File: src/rtl/dark_min_pkg.sv
// dark_min_pkg: shared state encoding, constants and width helper for the dark-channel sequencer.
// Contents: state_e (sequencer states), ALL_ONES (flush pixel source), clog2 (counter widths).
package dark_min_pkg;

    typedef enum logic [2:0] {
        S_IDLE,
        S_CLR,
        S_FEED,
        S_FLUSH,
        S_DRAIN,
        S_FIN
    } state_e;

    // Sliced down to DATA_WIDTH by users; flush pixels must never win the minimum.
    localparam logic [63:0] ALL_ONES = '1;

    // Never returns less than 1 so degenerate counters still have a legal width.
    function automatic int clog2(input int v);
        int r;
        r = 1;
        while ((1 << r) < v) r++;
        return r;
    endfunction

endpackage

File: src/rtl/dark_min_tagger.sv
// dark_min_tagger: drops start-up filter beats, forwards exactly IMG_WIDTH*height beats with tags.
// Ports:
//   clk, rst        clock, asynchronous active-high reset
//   clr_i           clears all counters before a frame
//   en_i            output path active (frame running past CLR)
//   height_i        latched frame height (already clamped)
//   vin_i, din_i    filter valid_out / data_out
//   valid_o, data_o registered output pixel
//   sof_o, eol_o, eof_o  frame/row tags, only with valid_o
//   full_o          all frame pixels have been forwarded
module dark_min_tagger
    import dark_min_pkg::*;
#(
    parameter int DATA_WIDTH = 8,
    parameter int IMG_WIDTH  = 640,
    parameter int MAX_H_W    = 11,
    parameter int SKIP_LEN   = 0
) (
    input  logic                  clk,
    input  logic                  rst,
    input  logic                  clr_i,
    input  logic                  en_i,
    input  logic [MAX_H_W-1:0]    height_i,
    input  logic                  vin_i,
    input  logic [DATA_WIDTH-1:0] din_i,
    output logic                  valid_o,
    output logic [DATA_WIDTH-1:0] data_o,
    output logic                  sof_o,
    output logic                  eol_o,
    output logic                  eof_o,
    output logic                  full_o
);

    localparam int COL_W = clog2(IMG_WIDTH);
    localparam int SK_W  = clog2(SKIP_LEN + 1);

    logic [SK_W-1:0]       skip_q, skip_d;
    logic [COL_W-1:0]      col_q, col_d;
    logic [MAX_H_W-1:0]    row_q, row_d;
    logic                  full_q, full_d;
    logic                  valid_q, valid_d;
    logic [DATA_WIDTH-1:0] data_q, data_d;
    logic                  sof_q, sof_d, eol_q, eol_d, eof_q, eof_d;
    logic                  beat, skipping, fwd, last_col, last_row;

    always_comb begin
        beat     = en_i & vin_i;
        skipping = skip_q != SK_W'(SKIP_LEN);
        // Once full, surplus filter beats (flush tail) are silently dropped.
        fwd      = beat & ~skipping & ~full_q;
        last_col = col_q == COL_W'(IMG_WIDTH - 1);
        last_row = row_q == height_i - MAX_H_W'(1);
        skip_d   = clr_i ? '0 : (beat & skipping) ? skip_q + SK_W'(1) : skip_q;
        col_d    = clr_i ? '0 : fwd ? (last_col ? '0 : col_q + COL_W'(1)) : col_q;
        row_d    = clr_i ? '0 : (fwd & last_col) ? row_q + MAX_H_W'(1) : row_q;
        full_d   = ~clr_i & (full_q | (fwd & last_col & last_row));
        valid_d  = fwd;
        data_d   = fwd ? din_i : data_q;
        sof_d    = fwd & (col_q == '0) & (row_q == '0);
        eol_d    = fwd & last_col;
        eof_d    = fwd & last_col & last_row;
    end

    always_ff @(posedge clk or posedge rst) begin
        if (rst) begin
            skip_q  <= '0;
            col_q   <= '0;
            row_q   <= '0;
            full_q  <= 1'b0;
            valid_q <= 1'b0;
            data_q  <= '0;
            sof_q   <= 1'b0;
            eol_q   <= 1'b0;
            eof_q   <= 1'b0;
        end else begin
            skip_q  <= skip_d;
            col_q   <= col_d;
            row_q   <= row_d;
            full_q  <= full_d;
            valid_q <= valid_d;
            data_q  <= data_d;
            sof_q   <= sof_d;
            eol_q   <= eol_d;
            eof_q   <= eof_d;
        end
    end

    assign valid_o = valid_q;
    assign data_o  = data_q;
    assign sof_o   = sof_q;
    assign eol_o   = eol_q;
    assign eof_o   = eof_q;
    assign full_o  = full_q;

endmodule

File: src/rtl/dark_min_seq.sv
// dark_min_seq: frame sequencer around a 3x3 minimum filter (clear, feed, flush, drain, tag).
// Ports:
//   clk, rst                 clock, asynchronous active-high reset
//   start, cfg_height        frame start pulse and height (latched, clamped to >=2)
//   in_valid, in_data, in_ready   upstream pixel handshake
//   flt_rst_n, flt_valid, flt_data   filter drive (registered)
//   flt_vout, flt_dout       filter output
//   out_valid, out_data, out_sof, out_eol, out_eof   tagged output stream
//   busy, done, err_tmo      status: running, completion pulse, sticky drain timeout
module dark_min_seq
    import dark_min_pkg::*;
#(
    parameter int DATA_WIDTH = 8,
    parameter int IMG_WIDTH  = 640,
    parameter int MAX_H_W    = 11,
    parameter int SKIP_LEN   = 0,
    parameter int FLUSH_LEN  = IMG_WIDTH + 2,
    parameter int DRAIN_TMO  = 64
) (
    input  logic                  clk,
    input  logic                  rst,
    input  logic                  start,
    input  logic [MAX_H_W-1:0]    cfg_height,
    input  logic                  in_valid,
    input  logic [DATA_WIDTH-1:0] in_data,
    output logic                  in_ready,
    output logic                  flt_rst_n,
    output logic                  flt_valid,
    output logic [DATA_WIDTH-1:0] flt_data,
    input  logic                  flt_vout,
    input  logic [DATA_WIDTH-1:0] flt_dout,
    output logic                  out_valid,
    output logic [DATA_WIDTH-1:0] out_data,
    output logic                  out_sof,
    output logic                  out_eol,
    output logic                  out_eof,
    output logic                  busy,
    output logic                  done,
    output logic                  err_tmo
);

    localparam int COL_W = clog2(IMG_WIDTH);
    localparam int FL_W  = clog2(FLUSH_LEN + 1);
    localparam int TM_W  = clog2(DRAIN_TMO + 1);

    state_e                state_q, state_d;
    logic [COL_W-1:0]      col_q, col_d;
    logic [MAX_H_W-1:0]    row_q, row_d, h_q, h_d;
    logic [FL_W-1:0]       fl_q, fl_d;
    logic [TM_W-1:0]       tm_q, tm_d;
    logic                  err_q, err_d;
    logic                  frst_q, frst_d;
    logic                  fv_q, fv_d;
    logic [DATA_WIDTH-1:0] fd_q, fd_d;
    logic                  beat, last_col, full;

    always_comb begin
        state_d  = state_q;
        col_d    = col_q;
        row_d    = row_q;
        h_d      = h_q;
        fl_d     = fl_q;
        tm_d     = tm_q;
        err_d    = err_q;
        frst_d   = 1'b1;
        fv_d     = 1'b0;
        fd_d     = fd_q;
        beat     = in_valid & (state_q == S_FEED);
        last_col = col_q == COL_W'(IMG_WIDTH - 1);
        case (state_q)
            S_IDLE: if (start) begin
                h_d     = (cfg_height < MAX_H_W'(2)) ? MAX_H_W'(2) : cfg_height;
                err_d   = 1'b0;
                frst_d  = 1'b0;
                state_d = S_CLR;
            end
            S_CLR: begin
                col_d   = '0;
                row_d   = '0;
                fl_d    = '0;
                tm_d    = '0;
                state_d = S_FEED;
            end
            S_FEED: if (beat) begin
                fv_d  = 1'b1;
                fd_d  = in_data;
                col_d = last_col ? '0 : col_q + COL_W'(1);
                row_d = last_col ? row_q + MAX_H_W'(1) : row_q;
                if (last_col && row_q == h_q - MAX_H_W'(1)) state_d = S_FLUSH;
            end
            S_FLUSH: begin
                fv_d = 1'b1;
                fd_d = ALL_ONES[DATA_WIDTH-1:0];
                fl_d = fl_q + FL_W'(1);
                if (fl_q == FL_W'(FLUSH_LEN - 1)) state_d = S_DRAIN;
            end
            S_DRAIN: begin
                tm_d = tm_q + TM_W'(1);
                // Completion wins over a timeout landing in the same cycle.
                if (full) state_d = S_FIN;
                else if (tm_q == TM_W'(DRAIN_TMO - 1)) begin
                    err_d   = 1'b1;
                    state_d = S_FIN;
                end
            end
            S_FIN: state_d = S_IDLE;
            default: state_d = S_IDLE;
        endcase
    end

    always_ff @(posedge clk or posedge rst) begin
        if (rst) begin
            state_q <= S_IDLE;
            col_q   <= '0;
            row_q   <= '0;
            h_q     <= '0;
            fl_q    <= '0;
            tm_q    <= '0;
            err_q   <= 1'b0;
            frst_q  <= 1'b0;
            fv_q    <= 1'b0;
            fd_q    <= '0;
        end else begin
            state_q <= state_d;
            col_q   <= col_d;
            row_q   <= row_d;
            h_q     <= h_d;
            fl_q    <= fl_d;
            tm_q    <= tm_d;
            err_q   <= err_d;
            frst_q  <= frst_d;
            fv_q    <= fv_d;
            fd_q    <= fd_d;
        end
    end

    // Output path stays live through FIN so a beat captured on the timeout cycle still emerges.
    dark_min_tagger #(
        .DATA_WIDTH(DATA_WIDTH),
        .IMG_WIDTH (IMG_WIDTH),
        .MAX_H_W   (MAX_H_W),
        .SKIP_LEN  (SKIP_LEN)
    ) u_tagger (
        .clk     (clk),
        .rst     (rst),
        .clr_i   (state_q == S_CLR),
        .en_i    (state_q != S_IDLE && state_q != S_CLR),
        .height_i(h_q),
        .vin_i   (flt_vout),
        .din_i   (flt_dout),
        .valid_o (out_valid),
        .data_o  (out_data),
        .sof_o   (out_sof),
        .eol_o   (out_eol),
        .eof_o   (out_eof),
        .full_o  (full)
    );

    assign in_ready  = state_q == S_FEED;
    assign busy      = state_q != S_IDLE;
    assign done      = state_q == S_FIN;
    assign err_tmo   = err_q;
    assign flt_rst_n = frst_q;
    assign flt_valid = fv_q;
    assign flt_data  = fd_q;

endmodule

File: config.mk
export PLATFORM = sky130hd
export DESIGN_NAME = dark_min_seq
export DESIGN_NICKNAME = d
export VERILOG_FILES = /design/src/rtl/dark_min_pkg.sv /design/src/rtl/dark_min_tagger.sv /design/src/rtl/dark_min_seq.sv
export SDC_FILE = /design/constraint.sdc
export NUM_CORES = 1
export LEC_CHECK = 0
export ABC_CLOCK_PERIOD_IN_PS = 6500
export CORE_ASPECT_RATIO = 1.2
export CORE_MARGIN = 3
export CORE_UTILIZATION = 45
export CTS_CLUSTER_SIZE = 24
export DETAILED_ROUTE_END_ITERATION = 10
export GPL_ROUTABILITY_DRIVEN = 1
export GPL_TIMING_DRIVEN = 0
export HOLD_SLACK_MARGIN = 0.08
export PLACE_DENSITY = 0.66
export SETUP_SLACK_MARGIN = 0.02
export SLEW_MARGIN = 20
export SYNTH_ARGS = -nofsm -noshare
export SYNTH_HDL_FRONTEND = slang
export SYNTH_SLANG_ARGS = --single-unit
File: constraint.sdc
create_clock -name clk -period 6.5 [get_ports clk]
set_input_delay 0.975 -clock clk [delete_from_list [all_inputs] [get_ports clk]]
set_output_delay 0.975 -clock clk [all_outputs]
set_load 0.005 [all_outputs]
Word level (Yosys, flattened, before mapping)
Cells that the tools add are included.
{"block": "word_totals", "inputBits": 32, "ff_bits": 98, "out_inout_bits": 26, "elab_cells": 115}
{"block": "classes", "n_lt_le_gt_ge": 1, "bitwise": 14, "reduce_logical": 20, "eq_ne": 20, "n_addsub": 8, "muxes": 33}
{"op": "two-way mux 11 bit", "n": 5}
{"op": "two-way mux 10 bit", "n": 5}
{"op": "case mux 10 bit (2 select lines)", "n": 2}
{"op": "adder 10 x 1 -> 10 bit (second input constant)", "n": 3}
{"op": "== test 10 bit (second input constant)", "n": 3}
{"op": "adder 11 x 1 -> 11 bit (second input constant)", "n": 2}
{"op": "== test 11 bit", "n": 2}
{"op": "case mux 11 bit (2 select lines)", "n": 1}
{"op": "two-way mux 3 bit", "n": 6}
{"op": "case mux 8 bit (2 select lines)", "n": 1}
{"op": "nonzero test 2 bit", "n": 8}
{"op": "case mux 3 bit (5 select lines)", "n": 1}
{"op": "case mux 7 bit (2 select lines)", "n": 1}
{"op": "logical NOT 11 bit", "n": 1}
{"op": "less-than comparator 11 x 2 -> 1 bit (second input constant)", "n": 1}
{"op": "subtractor 11 x 1 -> 11 bit (second input constant)", "n": 1}
{"op": "AND 1 bit", "n": 10}
{"op": "logical NOT 10 bit", "n": 1}
{"op": "two-way mux 1 bit", "n": 8}
{"op": "two-way mux 8 bit", "n": 1}
{"op": "!= test 2 bit (second input constant)", "n": 4}
{"op": "adder 7 x 1 -> 7 bit (second input constant)", "n": 1}
{"op": "== test 7 x 6 -> 1 bit (second input constant)", "n": 1}
{"op": "== test 3 x 2 -> 1 bit (second input constant)", "n": 2}
{"op": "other kinds (16)", "n": 25}

Depth between registers and ports, before layout
Gate-level depths: netlist (run 1).
{"block": "depth", "word_depth": 9, "ltp_mapped": 10, "mapped_depth_nobuf": 8}

By module
Synthesis (run 1) repeated with hierarchy kept, for this count alone.
{"block": "hier_totals", "cells_unflattened": 593, "area_unflattened_um2": 5559.1}
{"module": "dark_min_seq", "instances": 1, "area_each_um2": 3488.3, "cells_per_inst": 362}
{"module": "dark_min_tagger", "instances": 1, "area_each_um2": 2070.7, "cells_per_inst": 231}

Least setup slack after synthesis (run 1)
Ideal clock, no wire load.
{"block": "synth_path", "path_kind": "in2reg", "start": "input flt_vout", "end": "register u_tagger.row_q[6]", "stages": 8, "required_ps": 6434, "arrival_ps": 2389, "path_buffers": 1, "slack_ps": 4045, "path_cell_list": "o21ai_1 -> or3_1 -> buf_2 -> inv_2 -> a21o_1 -> nand4_2 -> or4_1 -> nand2_1"}
{"block": "synth_between", "elab_chain_cells": 5}
{"element": "from (decl)", "line_no": "dark_min_seq.sv:30", "source": "input logic flt_vout,"}
{"element": "AND 1 bit", "line_no": "dark_min_tagger.sv:47", "source": "beat = en_i & vin_i;"}
{"element": "AND 1 bit (2 in a row)", "line_no": "dark_min_tagger.sv:50", "source": "fwd = beat & ~skipping & ~full_q;"}
{"element": "AND 1 bit", "line_no": "dark_min_tagger.sv:55", "source": "row_d = clr_i ? '0 : (fwd & last_col) ? row_q + MAX_H_W'(1) : row_q;"}
{"element": "nonzero test 2 bit (no source line)"}
{"element": "to (signal assigned)", "line_no": "dark_min_tagger.sv:78", "source": "row_q <= row_d;"}
{"element": "to (decl)", "line_no": "dark_min_tagger.sv:39", "source": "logic [MAX_H_W-1:0] row_q, row_d;"}
Every way passes these cells.
A chain may end at the register's enable or synchronous reset.

Worst setup path after layout (run 1)
{"block": "layout_path", "start": "register state_q[1]", "end": "output in_ready"}
{"block": "layout_between", "elab_chain_cells": 1}
{"element": "from (decl)", "line_no": "dark_min_seq.sv:46", "source": "state_e state_q, state_d;"}
{"element": "from (signal assigned)", "line_no": "dark_min_seq.sv:124", "source": "state_q <= state_d;"}
{"element": "== test 3 x 2 -> 1 bit", "line_no": "dark_min_seq.sv:159", "source": "assign in_ready = state_q == S_FEED;"}
{"element": "to (decl)", "line_no": "dark_min_seq.sv:26", "source": "output logic in_ready,"}
Every way passes these cells.

==> flow_metrics.tcl, run 1 <==
set metrics [dict create \
    outcome "finished, final reports clean" \
    num_antenna_cells 0 \
    cts.htree.levels 3 \
    post-cts-setup-buffers 0 \
    die_height_um 124 \
    gp_congestion 0.853 \
    timing.final.crit_period_ns 3.11 \
    fin_tns_setup_ns 0 \
    synth_fa_ha_area_frac 0.0239 \
    main_combinational_cell_family_by_area_after_synthesis "simple AND/OR/NAND/NOR gates" \
    post_synth.cell_area_avg_sq_um 9.27 \
    num-nets-final 675 \
    core_area_sq_mm 0.0112 \
    cp.required_ns 5.52 \
    cts_hold_buf 0 \
    asyncSetResetFlopFracSynth 1.00 \
    final.setup_skew_ns 0.00936 \
    fmax_mhz 322 \
    finalHoldWorstSlack_ns 0.480 \
    post_drt_via_cell_ratio 5.51 \
    synthDistinctLibCells 59 \
    power_report.internal_total_w 0.00148 \
    post_synth_xor_area_fraction 0.0838 \
    ir_worst_vdd_uv 172 \
    die-area_sq_mm 0.0130 \
    die_width_um 104 \
    detailedRoute.firstIterationViolations 204 \
    synth_top_flop_cell "dfrtp_1" \
    count_of_buffers_inserted_at_the_top_level_ports 57 \
    synthesis_warning_total 0 \
    dp_slack_ns 3.33 \
    netlist_area_sq_mm 0.00523 \
    clock_sink_count 98 \
    number_of_enable_flip_flop_cells_after_synthesis 0 \
    number_of_antenna_violations_at_the_first_check_in_global_routing 0 \
    grt_first_pass_wirelength_mm 21.5 \
    area_growth_pct 21.1 \
    worst_pin_slew_ns 0.591 \
    report.final.hold_viol_count 0 \
    clkLatencyLatePin_ns 0.34 \
    detailedRoute.firstPassIterationCount 4 \
    grt_setup_unrepaired "no" \
    cts_tree "yes" \
    synthMuxAreaShare 0.0313 \
    ctsLongestPathBuffers 2 \
    power_leakage_nw 2.77 \
    postSynthCellCount 564 \
    power.density_mw_per_mm2 362 \
    worst_slew_margin_relative_to_its_limit 0.606 \
    placed_cells_incl_taps 776 \
    ys_ff_latch 98 \
    most_common_cell_after_layout_fill_and_taps_aside "dfrtp_1" \
    layout.cells.most_common_list "98 x dfrtp_1, 89 x nand2_1, 57 x clkdlybuf4s50_1" \
    drive_above_1_share 0.0754 \
    fin_crit_sh 0.478 \
    wire_length_per_cell_um 15.8 \
    power.clock.fraction 0.246 \
    post_layout_nonfiller_instances 791 \
    mappedNetlistNets 606 \
    power_frac_seq 0.374 \
    finalPower_w 0.00229 \
    power.share.switching 0.357 \
    synth_simple_gate_area_share 0.247 \
    cts.repair.resized 0 \
    boundaryPins 58 \
    groute.usage.overall 0.206 \
    p_switching_w 0.000819 \
    globalRouteOverflowTotal 0 \
    timing_max_transition_violations_final 0 \
    worstSetupEndpointType "primary output" \
    rows 42 \
    type_of_the_tightest_min_delay_check "flip-flop to flip-flop" \
    path_max_fanout 10 \
    drtAntennaViolNets 0 \
    drc 0 \
    worst_setup_margin_ns 3.39 \
    comb_power_share 0.380 \
    grt_max_degree 53 \
    setup_viol 0 \
    setup.worst_path.class "flip-flop to primary output" \
    first_global_vias 4450 \
    max-cap-violations 0 \
    dp_hpwl_mm 8.99 \
    wl_mm 12.5 \
    clk_transition_reported_paths_ns 0.07 \
    root_buffer "clkbuf_16" \
    worstPathArrival_ns 2.13 \
    initial_core_util 0.467 \
    synth_compound_gate_area_share 0.113 \
    number_of_clock_buffers_inserted_by_tritoncts 9 \
    total_number_of_vias 4362 \
    setup.worst_path.start_class "flip-flop" \
    yosysSeqAreaShare 0.469 \
]
==> per-layer routing <==
| layer | vias up | GRT usage | routed length, um |
|---|---|---|---|
| met5 | - | 0 | 0 |
| met4 | 0 | 0.0740 | 216 |
| met3 | 14 | 0.0513 | 565 |
| met2 | 82 | 0.356 | 6230 |
| met1 | 2150 | 0.251 | 5480 |
| li1 | 2116 | - | - |
==> power groups by stage <==
stage               clock (W)  sequential [W]  combinational (W)
global route         0.000608        0.000879           0.000973
global placement            0        0.000861           0.000851
finish               0.000564        0.000858           0.000873
detailed placement          0        0.000867           0.000870
floorplan                   0        0.000845           0.000561
CTS                  0.000577        0.000858           0.000878
==> final timing paths <==
path                                    start            endpoint  slack, ns  depth (start not counted)
min                        u_tagger.data_o[6]  u_tagger.data_o[6]       0.48                          2
min reg2reg                u_tagger.data_o[6]  u_tagger.data_o[6]       0.48                          2
max                                state_q[1]            in_ready       3.39                          4
max reg2reg                            h_q[0]     u_tagger.full_o       3.85                          8
min in group asynchronous                 rst           flt_valid       1.03                          2
max in group asynchronous                 rst   u_tagger.row_q[3]       4.88                          3
==> flip-flops by register name (all words and copies together), names as in the netlist, 3 cells and up <==
name and cells:
h_q 11, row_q 11, u_tagger.row_q 11, col_q 10, fl_q 10, u_tagger.col_q 10
flt_data 8, u_tagger.data_o 8, tm_q 7, state_q 3
==> per-stage QoR <==
stage	area (sq um)	util
6_report	6330	0.566
5_1_grt	6330	0.566
4_1_cts	6330	0.566
3_5_place_dp	6020	0.538
3_3_place_gp	5990	0.535
2_1_floorplan	5230	-
==> cell families (layout without fill, tap and decap cells) <==
family,count (synthesis),after routing
AOI/OAI and AO/OA,92,92
buffers and inverters,38,111
adders and majority gates,10,10
xor gates and xnor gates,50,50
muxes,15,15
and+or+nand+nor,261,261
DFF,98,98
==> critical path: stages, from the launching register on <==
cell and delay (ns):
dfrtp_1 0.42, clkbuf_1 0.36, nand2_1 0.21, inv_1 0.25, clkdlybuf4s50_1 0.55
==> synth_stat cells (4+ instances only) <==
master	number	area share
a22o_1	6	0.010
mux2_2	11	0.024
nand2b_1	6	0.0072
nand4_1	12	0.014
clkbuf_1	12	0.0086
nor2_1	51	0.037
o21ai_0	39	0.037
ha_1	10	0.024
nor4_1	11	0.013
and2_1	4	0.0048
a31oi_1	5	0.0060
and3_1	10	0.012
dfrtp_1	98	0.47
nor3_1	12	0.011
inv_1	16	0.011
mux2i_1	4	0.0077
xnor2_1	20	0.034
o21a_1	6	0.0086
nand2_1	89	0.064
a21oi_1	11	0.011
nand3_1	33	0.032
buf_2	5	0.0048
xor2_1	30	0.050
or3_1	7	0.0084
==> area by class of cell <==
class,count,area (sq um)
sequential,98,2450
buffer,21,104
multi-input combinational,428,2610
tap,154,193
clock inverter,5,80.1
inverter,17,68.8
fill,989,4860
clock buffer,10,229
timing repair buffer,58,598
No activity file was read; power rests on OpenSTA's default activity.
==> run 2: changes to the inputs <==
--- a/config.mk
+++ b/config.mk
@@ -5,7 +5,7 @@
 export SDC_FILE = /design/constraint.sdc
 export NUM_CORES = 1
 export LEC_CHECK = 0
-export ABC_CLOCK_PERIOD_IN_PS = 6500
+export ABC_CLOCK_PERIOD_IN_PS = 2650
 export CORE_ASPECT_RATIO = 1.2
 export CORE_MARGIN = 3
 export CORE_UTILIZATION = 45
@@ -14,7 +14,7 @@
 export GPL_ROUTABILITY_DRIVEN = 1
 export GPL_TIMING_DRIVEN = 0
 export HOLD_SLACK_MARGIN = 0.08
-export PLACE_DENSITY = 0.66
+export PLACE_DENSITY = 0.69
 export SETUP_SLACK_MARGIN = 0.02
 export SLEW_MARGIN = 20
 export SYNTH_ARGS = -nofsm -noshare
==> constraint.sdc (replaced) <==
create_clock -name clk -period 2.65 [get_ports clk]
set_input_delay 0.3975 -clock clk [delete_from_list [all_inputs] [get_ports clk]]
set_output_delay 0.3975 -clock clk [all_outputs]
set_load 0.005 [all_outputs]
==> run 2 against run 1 <==
  * Clock skew down 0.00099 ns
  * Critical endpoint is now u_tagger.full_o
  * Via count up 1.7%
  * Non-clock buffer count up 2
==> flow_metrics.tcl, run 2 (synthesized netlist as in run 1, its figures left out) <==
set metrics [dict create \
    boundaryPins 58 \
    cts_hold_buf 0 \
    post_drt_via_cell_ratio 5.59 \
    timing_max_transition_violations_final 0 \
    wl_met2_mm 6.24 \
    area_growth_pct 21.4 \
    total_number_of_vias 4435 \
    dp_slack_ns 0.0489 \
    grt_max_degree 28 \
    worst_slew_margin_relative_to_its_limit 0.590 \
    drive_above_1_share 0.0828 \
    ctsLongestPathBuffers 2 \
    globalRouteOverflowTotal 0 \
    worstSetupEndpointType "flip-flop" \
    number_of_antenna_violations_at_the_first_check_in_global_routing 0 \
    drc 0 \
    dr.max_layer_used "met4" \
    count_of_buffers_inserted_at_the_top_level_ports 57 \
    ir_worst_vdd_uv 399 \
    worstPathArrival_ns 2.86 \
    setup.worst_path.start_class "flip-flop" \
    r2r_slack_ns 0.08 \
    final.setup_skew_ns 0.00837 \
    root_buffer "clkbuf_16" \
    die_height_um 124 \
    worst_setup_margin_ns 0.0804 \
    report.final.hold_viol_count 0 \
    fin_tns_setup_ns 0 \
    timing.final.crit_period_ns 2.57 \
    gp_congestion 0.840 \
    wl_mm 12.4 \
    cp.required_ns 2.94 \
    grt_setup_unrepaired "no" \
    cts.repair.resized 0 \
    core_area_sq_mm 0.0112 \
    m1_wire_length_mm 5.40 \
    post-cts-setup-buffers 0 \
    clkLatencyLatePin_ns 0.34 \
    detailedRoute.firstPassIterationCount 4 \
    wire_length_per_cell_um 15.6 \
    initial_core_util 0.467 \
    detailedRoute.firstIterationViolations 164 \
    type_of_the_tightest_min_delay_check "input pin to asynchronous set/reset pin" \
    clk_transition_reported_paths_ns 0.07 \
    largest_registers "h_q: 11 flops, row_q: 11 flops, u_tagger.row_q: 11 flops" \
    num-nets-final 677 \
    clock_sink_count 98 \
    worst_pin_slew_ns 0.611 \
    wl_met3_um 554 \
    layout.filler_cells 1010 \
    fin_crit_sh 0.970 \
    setup_viol 0 \
    fmax_mhz 389 \
    drtAntennaViolNets 0 \
    path_max_fanout 6 \
    die-area_sq_mm 0.0130 \
    power_leakage_nw 2.78 \
    groute.usage.overall 0.199 \
    max-cap-violations 0 \
    layout.cells.most_common_list "97 x dfrtp_1, 89 x nand2_1, 57 x clkdlybuf4s50_1" \
    crit-reg2reg-capture "u_tagger.full_o" \
    cts_tree "yes" \
    die_width_um 104 \
    power.density_mw_per_mm2 869 \
    first_global_vias 4254 \
    grt_first_pass_wirelength_mm 20.7 \
    critical_register_to_register_path_startpoint "h_q[0]" \
    setup.worst_path.class "flip-flop to flip-flop" \
    dp_hpwl_mm 9.19 \
    num_antenna_cells 0 \
    most_common_cell_after_layout_fill_and_taps_aside "dfrtp_1" \
    number_of_clock_buffers_inserted_by_tritoncts 9 \
    rows 42 \
    cts.htree.levels 3 \
    outcome "finished, final reports clean" \
    r2r_cells 8 \
]
[run 2: area by class of cell]
class	count	area, sq um	share of cell area
multi-input combinational	428	2620	0.412
sequential	98	2450	0.386
timing repair buffer	60	631	0.0993
clock buffer	14	274	0.0432
tap	154	193	0.0304
buffer	21	104	0.0164
inverter	17	67.6	0.0106
clock inverter	2	10.0	0.00158
[run 2: through the flow]
stage / total power [W] / cells / util / cell area [sq um] / hold slack, ns
after floorplan: 0.00345 / 564 / - / 5230 / 0.443
after global placement: 0.00419 / 775 / 0.536 / 6000 / 0.461
after detailed placement: 0.00426 / 778 / 0.541 / 6060 / 0.462
after CTS: 0.00554 / 794 / 0.566 / 6340 / 0.477
after global routing: 0.00588 / 794 / 0.567 / 6350 / 0.504
final: 0.00552 / 794 / 0.567 / 6350 / 0.458
[run 2: per-layer routing]
| metal | up-vias | global-route usage |
|---|---|---|
| met3 | 19 | 0.0446 |
| li1 | 2130 | - |
| met2 | 106 | 0.337 |
| met4 | 0 | 0.0790 |
| met5 | - | 0 |
| met1 | 2180 | 0.249 |
[run 2: worst max-delay path, cell delays in order, from the launching register on]
cell      delay, ns
dfrtp_2        0.47
inv_1          0.08
ha_2           0.21
or4b_4         0.52
or4_4          0.46
xnor2_1        0.15
a211oi_1       0.20
o2111a_1       0.29
o21a_1         0.13
[run 2: worst max path at each step]
stage,from,end,slack [ns],cells after the start
after floorplan,h_q[0],u_tagger.full_o,0.35,8
after CTS,h_q[0],u_tagger.full_o,0.04,8
after global routing,state_q[1],in_ready,0.03,4
final,h_q[0],u_tagger.full_o,0.08,8
after global placement,rst,col_q[8],0.05,2
after detailed placement,in_valid,row_q[10],0.05,7
[run 2: power by group]
part           internal [W]  switching (W)
Combinational      0.000997        0.00115
Clock              0.000712       0.000545
Sequential          0.00181       0.000298
==> run 3: changes to the inputs <==
--- a/config.mk
+++ b/config.mk
@@ -9,9 +9,9 @@
 export CORE_ASPECT_RATIO = 1.2
 export CORE_MARGIN = 3
 export CORE_UTILIZATION = 45
+export CTS_BUF_LIST = sky130_fd_sc_hd__clkbuf_2 sky130_fd_sc_hd__clkbuf_4 sky130_fd_sc_hd__clkbuf_8
 export CTS_CLUSTER_SIZE = 24
 export DETAILED_ROUTE_END_ITERATION = 10
-export GPL_ROUTABILITY_DRIVEN = 1
 export GPL_TIMING_DRIVEN = 0
 export HOLD_SLACK_MARGIN = 0.08
 export PLACE_DENSITY = 0.69
==> run 3 against run 2 <==
  * Die area unchanged
  * Worst setup slack worse by 0.031 ns
  * Sequential power about the same
  * Global-route usage is 0.12 points lower
  * Maximum frequency decreased by 1.2%
  * Final area is 1.5% lower
  * Clock skew rose by 0.0062 ns
  * Count of clock-buffer cells in the layout is the same
  * Largest power group unchanged
  * Highest routed layer unchanged
==> flow_metrics.tcl, run 3 (synthesized netlist as in run 1, its figures left out) <==
set metrics [dict create \
    path_max_fanout 6 \
    grt_max_degree 28 \
    die-area_sq_mm 0.0130 \
    cp.required_ns 2.97 \
    cts_hold_buf 0 \
    groute.usage.overall 0.198 \
    grt_first_pass_wirelength_mm 20.6 \
    most_common_cell_after_layout_fill_and_taps_aside "dfrtp_1" \
    core_area_sq_mm 0.0112 \
    root_buffer "clkbuf_8" \
    power_leakage_nw 2.74 \
    boundaryPins 58 \
    wire_length_per_cell_um 15.6 \
    drive_above_1_share 0.0859 \
    total_number_of_vias 4410 \
    cts.htree.levels 3 \
    finalHoldWorstSlack_ns 0.429 \
    power.clock.fraction 0.182 \
    grt_setup_unrepaired "yes" \
    comb_power_share 0.413 \
    drtAntennaViolNets 0 \
    worstPathBufferInverterCount 1 \
    timing_max_transition_violations_final 0 \
    setup.worst_path.start_class "flip-flop" \
    outcome "finished, final reports clean" \
    final-seq-area_sq_mm 0.00245 \
    global_route.usage.met3 0.0389 \
    die_width_um 104 \
    detailedRoute.firstIterationViolations 163 \
    detailedRoute.firstPassIterationCount 5 \
    clock_sink_count 98 \
    worstSetupEndpointType "flip-flop" \
    multi_input_combinational_cell_area_sq_mm 0.00261 \
    num-nets-final 677 \
    fmax_mhz 385 \
    number_of_antenna_violations_at_the_first_check_in_global_routing 0 \
    crit_path_max_incr_delay_ns 0.54 \
    ir_worst_vdd_uv 384 \
    initial_core_util 0.467 \
    power_frac_seq 0.406 \
    global_route.peak_usage_layer "met2" \
    power.share.switching 0.376 \
    largest_registers "h_q: 11 flops, row_q: 11 flops, u_tagger.row_q: 11 flops" \
    setup.worst_path.class "flip-flop to flip-flop" \
    setup_viol 0 \
    grt_util_met2 0.334 \
    clkLatencyLatePin_ns 0.37 \
    clk_transition_reported_paths_ns 0.10 \
    fin_crit_sh 0.981 \
    p_switching_w 0.00196 \
    die_height_um 124 \
    gp_congestion 0.840 \
    worst_pin_slew_ns 0.626 \
    use_met1 0.249 \
    area_growth_pct 19.6 \
    timing.final.crit_period_ns 2.60 \
    drc 0 \
    max-cap-violations 0 \
    dp_hpwl_mm 9.19 \
    count_of_buffers_inserted_at_the_top_level_ports 57 \
    wl_mm 12.4 \
    num_antenna_cells 0 \
    type_of_the_tightest_min_delay_check "input pin to asynchronous set/reset pin" \
    finalPower_w 0.00520 \
    power.density_mw_per_mm2 831 \
    number_of_clock_buffers_inserted_by_tritoncts 9 \
    fin_tns_setup_ns 0 \
    first_global_vias 4250 \
    globalRouteOverflowTotal 0 \
    worstPathArrival_ns 2.92 \
    cp_slowest_cell "or4b_4" \
    final.setup_skew_ns 0.0146 \
    report.final.hold_viol_count 0 \
    worst_slew_margin_relative_to_its_limit 0.579 \
    cpLargestDelayFamily "simple AND/OR/NAND/NOR gates" \
    post_drt_via_cell_ratio 5.55 \
    cts_tree "yes" \
    critical_path_cell_by_cell "inv_1 -> ha_1 -> or4b_4 -> or4_4 -> xnor2_1 -> a211oi_1 -> o2111a_1 -> o21a_1" \
    power_report.internal_total_w 0.00324 \
    ctsLongestPathBuffers 2 \
    layout.cells.most_common_list "97 x dfrtp_1, 89 x nand2_1, 57 x clkdlybuf4s50_1" \
    rows 42 \
    layout.filler_cells 1027 \
]
run 3: cell counts in the layout (fill, tap and decap cells not counted):
Identical to the previous run, type by type.
run 3: worst paths after layout:
| kind | startpoint | to | slack, ns | cells after the start |
|---|---|---|---|---|
| min reg2reg | u_tagger.data_o[1] | u_tagger.data_o[1] | 0.48 | 2 |
| min in group clk | u_tagger.data_o[1] | u_tagger.data_o[1] | 0.48 | 2 |
| max reg2reg | h_q[0] | u_tagger.full_o | 0.05 | 8 |
| max in group asynchronous | rst | col_q[9] | 1.51 | 4 |
| min | rst | h_q[3] | 0.43 | 2 |
| max | h_q[0] | u_tagger.full_o | 0.05 | 8 |
run 3: layout make-up:
class,instances,area share
Timing Repair Buffer,60,0.101
Clock buffer,14,0.0288
Inverter,17,0.0108
Multi-Input combinational cell,428,0.418
Tap cell,154,0.0308
Sequential cell,98,0.392
Buffer,21,0.0168
Clock inverter,2,0.00160
run 3: metrics by stage:
step | instances | setup WS, ns | util | instance area, sq um
detailed placement | 778 | 0.0489 | 0.541 | 6060
floorplan | 564 | 0.347 | - | 5230
finish | 794 | 0.0496 | 0.559 | 6250
global placement | 775 | 0.0487 | 0.536 | 6000
global route | 794 | 0.00391 | 0.559 | 6250
CTS | 794 | 0.0329 | 0.558 | 6250
run 3: worst reg2reg max path, cell delays in order (launching register included):
cell and delay (ns):
dfrtp_2 0.48, inv_1 0.08, ha_1 0.23, or4b_4 0.54, or4_4 0.46, xnor2_1 0.16, a211oi_1 0.20, o2111a_1 0.28
o21a_1 0.13
run 3: timing repair:
item | 4_1_cts | 5_1_grt
setup buffers | 0 | 0
hold endpoints to repair | 0 | 0
gates resized for setup | 0 | 4
endpoints found under the setup margin | 0 | 2
run 3: power groups by stage:
stage	registers, W	logic [W]	clock network, W
2_1_floorplan	0.00207	0.00138	0
3_3_place_gp	0.00211	0.00208	0
3_5_place_dp	0.00212	0.00214	0
4_1_cts	0.00210	0.00216	0.000974
5_1_grt	0.00215	0.00237	0.00104
6_report	0.00211	0.00214	0.000944
run 3: layer usage:
metal,part of all wire,vias to the layer above
met3,0.043,23
li1,-,2122
met1,0.44,2167
met2,0.50,98
met5,0,-
met4,0.021,0
